**src/rtl/fm_tx_pkg.sv**
```systemverilog
// fm_tx_pkg: items shared by the FM transmit blocks.
//   DW_DEF / PW_DEF : default sample and phase/tuning-word widths
//   fm_state_e      : modulator FSM encoding (IDLE=0, WARMUP=1, RUN=2)
//   WARMUP_LEN      : clocks spent in WARMUP while the sample/frequency pipeline fills
package fm_tx_pkg;

  localparam int DW_DEF     = 8;
  localparam int PW_DEF     = 24;
  localparam int WARMUP_LEN = 2;

  typedef enum logic [1:0] {
    ST_IDLE   = 2'd0,
    ST_WARMUP = 2'd1,
    ST_RUN    = 2'd2
  } fm_state_e;

endpackage

```
**src/rtl/fm_nco_modulator_phase_acc.sv**
```systemverilog
// fm_phase_acc: phase accumulator plus registered MSB output.
//   clk, rst    : clock, asynchronous active-high reset
//   clear       : zero the phase and the output bit
//   step        : phase <= phase + freq_word (mod 2^PW); msb_out follows the new MSB
//   mute        : force msb_out low without touching the phase
//   freq_word   : per-clock phase increment
//   phase       : accumulator value
//   msb_out     : registered MSB of the post-update phase
// Priority: clear > step > mute.
module fm_phase_acc #(
  parameter int PW = 24
) (
  input  logic          clk,
  input  logic          rst,
  input  logic          clear,
  input  logic          step,
  input  logic          mute,
  input  logic [PW-1:0] freq_word,
  output logic [PW-1:0] phase,
  output logic          msb_out
);

  logic [PW-1:0] phase_sum;

  // Natural PW-bit truncation gives the modulo-2^PW wrap.
  assign phase_sum = phase + freq_word;

  always_ff @(posedge clk or posedge rst) begin
    if (rst) begin
      phase   <= '0;
      msb_out <= 1'b0;
    end else if (clear) begin
      phase   <= '0;
      msb_out <= 1'b0;
    end else if (step) begin
      phase   <= phase_sum;
      msb_out <= phase_sum[PW-1];
    end else if (mute) begin
      msb_out <= 1'b0;
    end
  end

endmodule

```
**src/rtl/fm_nco_modulator.sv**
```systemverilog
// fm_nco_modulator: FM square-wave carrier generator in the fast (dst) clock domain.
// Frequency word = carrier_word + (sign-extended sample << DEV_SHIFT), mod 2^PW;
// the accumulator MSB is the modulated 1-bit carrier.
//
// Ports:
//   clk          : fast clock (same as the CDC destination clock)
//   rst          : asynchronous active-high reset
//   enable       : run request
//   carrier_word : unsigned carrier tuning word (quasi-static)
//   sample       : signed audio sample from the CDC bus
//   fm_out       : modulated carrier (registered phase MSB)
//   phase        : accumulator value
//   sample_upd   : one-clock pulse when a new sample value enters the pipeline (RUN only)
//   running      : high in RUN
//   state_dbg    : current FSM state (fm_state_e encoding)
//
// Pipeline: stage 1 registers sample/carrier, stage 2 forms freq_word, stage 3
// steps the phase, so an input change is first used in the third clock after capture.
//
// Handshake: none. enable is a level; sample/carrier are sampled every clock.
//
// Build option: define FM_NCO_SLEW_EN to slew-limit freq_word toward its target
// by at most SLEW_STEP per clock (loaded directly on WARMUP entry).
module fm_nco_modulator
  import fm_tx_pkg::*;
#(
  parameter int DW        = DW_DEF,
  parameter int PW        = PW_DEF,
  parameter int DEV_SHIFT = 4,
  parameter int SLEW_STEP = 16
) (
  input  logic          clk,
  input  logic          rst,
  input  logic          enable,
  input  logic [PW-1:0] carrier_word,
  input  logic [DW-1:0] sample,
  output logic          fm_out,
  output logic [PW-1:0] phase,
  output logic          sample_upd,
  output logic          running,
  output logic [1:0]    state_dbg
);

  localparam int CW = (WARMUP_LEN > 1) ? $clog2(WARMUP_LEN) : 1;

  fm_state_e     state, state_nxt;
  logic [CW-1:0] warm_cnt, warm_cnt_nxt;
  logic          warm_entry;

  logic [DW-1:0] sample_q;
  logic [PW-1:0] carrier_q;
  logic [PW-1:0] dev_term;
  logic [PW-1:0] target;
  logic [PW-1:0] freq_word;

  // ---------------- FSM ----------------
  always_ff @(posedge clk or posedge rst) begin
    if (rst) begin
      state    <= ST_IDLE;
      warm_cnt <= '0;
    end else begin
      state    <= state_nxt;
      warm_cnt <= warm_cnt_nxt;
    end
  end

  always_comb begin
    state_nxt    = state;
    warm_cnt_nxt = warm_cnt;
    if (!enable) begin
      // Dropping enable returns to IDLE from any state.
      state_nxt = ST_IDLE;
    end else begin
      case (state)
        ST_IDLE: begin
          state_nxt    = ST_WARMUP;
          warm_cnt_nxt = CW'(WARMUP_LEN - 1);
        end
        ST_WARMUP: begin
          if (warm_cnt == '0) state_nxt = ST_RUN;
          else                warm_cnt_nxt = warm_cnt - CW'(1);
        end
        ST_RUN:  state_nxt = ST_RUN;
        default: state_nxt = ST_IDLE;
      endcase
    end
  end

  assign warm_entry = (state == ST_IDLE) && enable;
  assign running    = (state == ST_RUN);
  assign state_dbg  = state;

  // ---------------- Stage 1: capture ----------------
  // sample_upd is qualified by the next state, so an enable drop on the same
  // edge as a sample change suppresses the pulse.
  always_ff @(posedge clk or posedge rst) begin
    if (rst) begin
      sample_q   <= '0;
      carrier_q  <= '0;
      sample_upd <= 1'b0;
    end else begin
      sample_q   <= sample;
      carrier_q  <= carrier_word;
      sample_upd <= (state_nxt == ST_RUN) && (sample != sample_q);
    end
  end

  // ---------------- Stage 2: frequency word ----------------
  assign dev_term = {{(PW-DW){sample_q[DW-1]}}, sample_q} << DEV_SHIFT;
  assign target   = carrier_q + dev_term;

`ifdef FM_NCO_SLEW_EN
  localparam logic signed [PW:0] STEP_S = (PW+1)'(SLEW_STEP);
  logic signed [PW:0] diff;

  // One extra bit keeps the distance signed and free of wrap overshoot.
  assign diff = $signed({1'b0, target}) - $signed({1'b0, freq_word});

  always_ff @(posedge clk or posedge rst) begin
    if (rst)                freq_word <= '0;
    else if (warm_entry)    freq_word <= target;
    else if (diff > STEP_S) freq_word <= freq_word + PW'(SLEW_STEP);
    else if (diff < -STEP_S) freq_word <= freq_word - PW'(SLEW_STEP);
    else                    freq_word <= target;
  end
`else
  always_ff @(posedge clk or posedge rst) begin
    if (rst) freq_word <= '0;
    else     freq_word <= target;
  end
`endif

  // ---------------- Stage 3: accumulator ----------------
  fm_phase_acc #(
    .PW (PW)
  ) u_acc (
    .clk       (clk),
    .rst       (rst),
    .clear     (warm_entry),
    .step      (running && enable),
    .mute      (!enable),
    .freq_word (freq_word),
    .phase     (phase),
    .msb_out   (fm_out)
  );

endmodule

```
**config.mk**
```make
export PLATFORM = sky130hd
export DESIGN_NAME = fm_nco_modulator
export DESIGN_NICKNAME = d
export VERILOG_FILES = /design/src/rtl/fm_tx_pkg.sv /design/src/rtl/fm_nco_modulator_phase_acc.sv /design/src/rtl/fm_nco_modulator.sv
export SDC_FILE = /design/constraint.sdc
export NUM_CORES = 1
export LEC_CHECK = 0
export CAP_MARGIN = 0
export CORE_MARGIN = 3
export CORE_UTILIZATION = 30
export DETAILED_ROUTE_END_ITERATION = 10
export GPL_ROUTABILITY_DRIVEN = 0
export PLACE_DENSITY = 0.53
export SYNTH_ARGS = -nofsm -noshare
export SYNTH_HDL_FRONTEND = slang
export SYNTH_SLANG_ARGS = --single-unit
```
**constraint.sdc**
```tcl
create_clock -name clk -period 8.2 [get_ports clk]
set_clock_uncertainty 0.1 [all_clocks]
set_input_delay 2.46 -clock clk [delete_from_list [all_inputs] [get_ports clk]]
set_output_delay 2.46 -clock clk [all_outputs]
set_load 0.01 [all_outputs]
```
==> reports/qor.txt <==
Hold Path Depth: 0
Met2 Usage GRT: 21.3%
Max-Cap Viols: 0
Buffers and inverters on the worst path: 1
Sequential area share after synthesis: 44.9%
Crit-path max cell delay: 0.59 ns
Nature of the critical path endpoint: primary output
Worst hold path endpoint: freq_word[3]$_DFF_PP0_
Vias: 3585
Number of H-tree levels: 3
Sequential share of power: 37.2%
1st-iter DRT viols: 182
Die Y: 132 um
WHS: 0.249 ns
Warning count from the yosys run: 0
Die width: 132 um
Grt met1 use: 16.5%
Fillcell total: 1543
Clock latency on the worst-skew pair: 0.35 ns
Peak VDD IR: 0.128 mV
Clock buffer depth: 2
Design Area, Final: 5900 sq um
Clock power frac: 31.7%
PostCTS Resize Cnt: 0
Port bufs: 63
Syn Std Cell Area: 4730 sq um
Highest clock rate: 0.240 GHz
Nets: 607
Grt peak-use layer: met2
Antenna Nets Post-Route: 0
Final Core Density: 38.5%
P_leak: 2.59 nW
Final worst setup slack: 4.03 ns
Vias per cell: 4.83
Vias in the first global route: 3727
Main synth FF type: dfrtp_1
Net Sw Frac: 31.5%
Clock period minus worst slack: 4.17 ns
CP Cell Sequence: nor2b_1 -> clkdlybuf4s50_1
Clock transition at path regs: 0.06 ns
CP max-delay cell: clkdlybuf4s50_1
Residual DRC count: 0
RR Startpoint: sample_q[7]$_DFF_PP0_
Most common cell after layout, fill and taps aside: dfrtp_1
R2R Path End: freq_word[21]$_DFF_PP0_
Initial Util: 30.9%
Fin. Hold Viols: 0
Post-CTS Setup Repair Bufs: 0
Power density over the cells: 231 nW/um^2
Worst slew pin tran: 1.05 ns
FF-to-FF path depth: 8
Critical path class: reg -> out
First-pass GRT wire length: 18200 um
Worst path required time: 5.64 ns
Share of the synthesized area in the top cell type: 44.9%
Worst R2R Setup Slack: 5.21 ns
Hpwl dp: 7920 um
Family with the most delay on the worst path: buffers and inverters
Startpoint class of the critical path: flip-flop
Combinational Power Share: 31.1%
Synth Instances: 466
CTS root buf: clkbuf_16
Pre-Repair DR Iteration Count: 4
Overflow after GRT: 0
Area added between synthesis and finish: 24.6%
Die ar.: 17300 sq um
Mean Syn Cell Area: 10.2 sq um
Cell Rows: 45
Cell variety after synth: 60
Layout cell share with drive strength beyond 1: 5.27%
Global-route usage over all layers: 12.9%
TritonCTS clock tree: done
Final setup viols: 0
Most frequent cells in the layout: dfrtp_1, clkdlybuf4s50_1, ha_1
Worst hold start: carrier_q[3]$_DFF_PP0_
Ys async rst share: 100%
Post-route setup TNS: 0 ns
Post-synthesis register bit count: 85
Max-slew headroom: 30.2%
# clock sinks: 85
CTS Buf Count: 9
Wire per inst: 14.1 um
Final worst-path cycle share: 50.8%
Synth top area cells: dfrtp_1, ha_1, a21oi_1
CP Data Arrival Time: 1.61 ns
Area after DPL: 5590 sq um
Synth area leader: dfrtp_1
Largest net degree at the start of global routing: 86
Fin. max-slew vios: 0
Nets in the synthesized netlist: 545
DP Worst Slack: 3.77 ns
RSZ-0062 raised after global routing: no
DRT Wirelength: 10500 um
Core area: 15300 sq um
Status: finished, final reports clean
Cell internal pwr: 0.936 mW
Worst min path class: reg -> reg
Worst-path fanout max: 7
P_sw: 0.430 mW
# IOs: 64
Diodes inserted: 0
Post-synth EDFFs: 0
Initial antenna violation count: 0
Number of hold buffers added after cts: 0
Global-route met3 utilization: 2.14%
-- synthesized netlist by cell type (all sizes together), types with 3 or more instances --
| library cell | instances |
|---|---|
| and3 | 4 |
| nor3 | 8 |
| o31ai | 3 |
| ha | 42 |
| a21o | 15 |
| nor2 | 26 |
| nand2 | 36 |
| or3 | 3 |
| a31oi | 3 |
| nand2b | 7 |
| a311oi | 3 |
| o21bai | 7 |
| o21ai | 40 |
| xnor2 | 17 |
| a211oi | 6 |
| nand4 | 5 |
| a311o | 4 |
| a32o | 4 |
| xor2 | 20 |
| and2 | 3 |
| o21a | 4 |
| nand3 | 13 |
| nor2b | 3 |
| a21oi | 39 |
| nor4 | 5 |
| dfrtp | 85 |
| inv | 19 |
| clkbuf | 12 |
-- metal layers --
metal / wire [um] / part of all wire, %
met1: 4970 / 48
met2: 4990 / 48
met3: 280 / 2.7
met4: 222 / 2.1
met5: 0 / 0
-- area by class of cell --
class / instances / area, sq um / area share [%]
Multi-Input combinational cell: 349 / 2480 / 42.1
Sequential cell: 85 / 2130 / 36.1
Timing Repair Buffer: 64 / 638 / 10.8
Tap cell: 211 / 264 / 4.48
Clock buffer: 10 / 239 / 4.05
Clock inverter: 4 / 73.8 / 1.25
Inverter: 19 / 72.6 / 1.23
-- power by group through the flow --
stage	combinational, mW	clock [mW]	sequential (mW)
final	0.425	0.433	0.507
after detailed placement	0.424	0	0.517
after global placement	0.417	0	0.516
after CTS	0.427	0.448	0.509
after floorplan	0.289	0	0.513
after global routing	0.479	0.463	0.515
-- metrics by stage --
step	total power, mW	cells
2_1_floorplan	0.803	466
3_3_place_gp	0.934	728
3_5_place_dp	0.941	728
4_1_cts	1.38	742
5_1_grt	1.46	742
6_report	1.37	742
-- worst max-delay path by stage --
| stage | from | endpoint | slack, ns | depth (start not counted) |
|---|---|---|---|---|
| 6_report | state_dbg[0]$_DFF_PP0_ | running | 4.03 | 2 |
| 5_1_grt | state_dbg[0]$_DFF_PP0_ | running | 3.97 | 2 |
| 3_3_place_gp | enable | u_acc.phase[17]$_DFFE_PP0P_ | 3.83 | 3 |
| 4_1_cts | state_dbg[0]$_DFF_PP0_ | running | 4.01 | 2 |
| 3_5_place_dp | enable | u_acc.phase[17]$_DFFE_PP0P_ | 3.77 | 3 |
| 2_1_floorplan | rst | carrier_q[0]$_DFF_PP0_ | 3.45 | 1 |
-- kinds of logic (layout without fill, tap and decap cells) --
family / after synthesis / after routing / synth area share [%]
flip-flops: 85 / 85 / 44.9
AO/OA/AOI/OAI: 146 / 146 / 20.9
AND/OR/NAND/NOR: 121 / 121 / 12.6
XOR/XNOR: 37 / 37 / 6.85
adder cells (fa/ha/maj): 44 / 44 / 11.9
multiplexers: 1 / 1 / 0.211
buffers and inverters: 32 / 97 / 2.56
-- sequential cells by signal, summed over array words and instances, names as in the netlist --
name	flops
carrier_q	24
freq_word	24
u_acc.phase	24
sample_q	8
state_dbg	2
sample_upd	1
u_acc.msb_out	1
warm_cnt	1
Note: power is estimated with default switching activity, not from simulation.
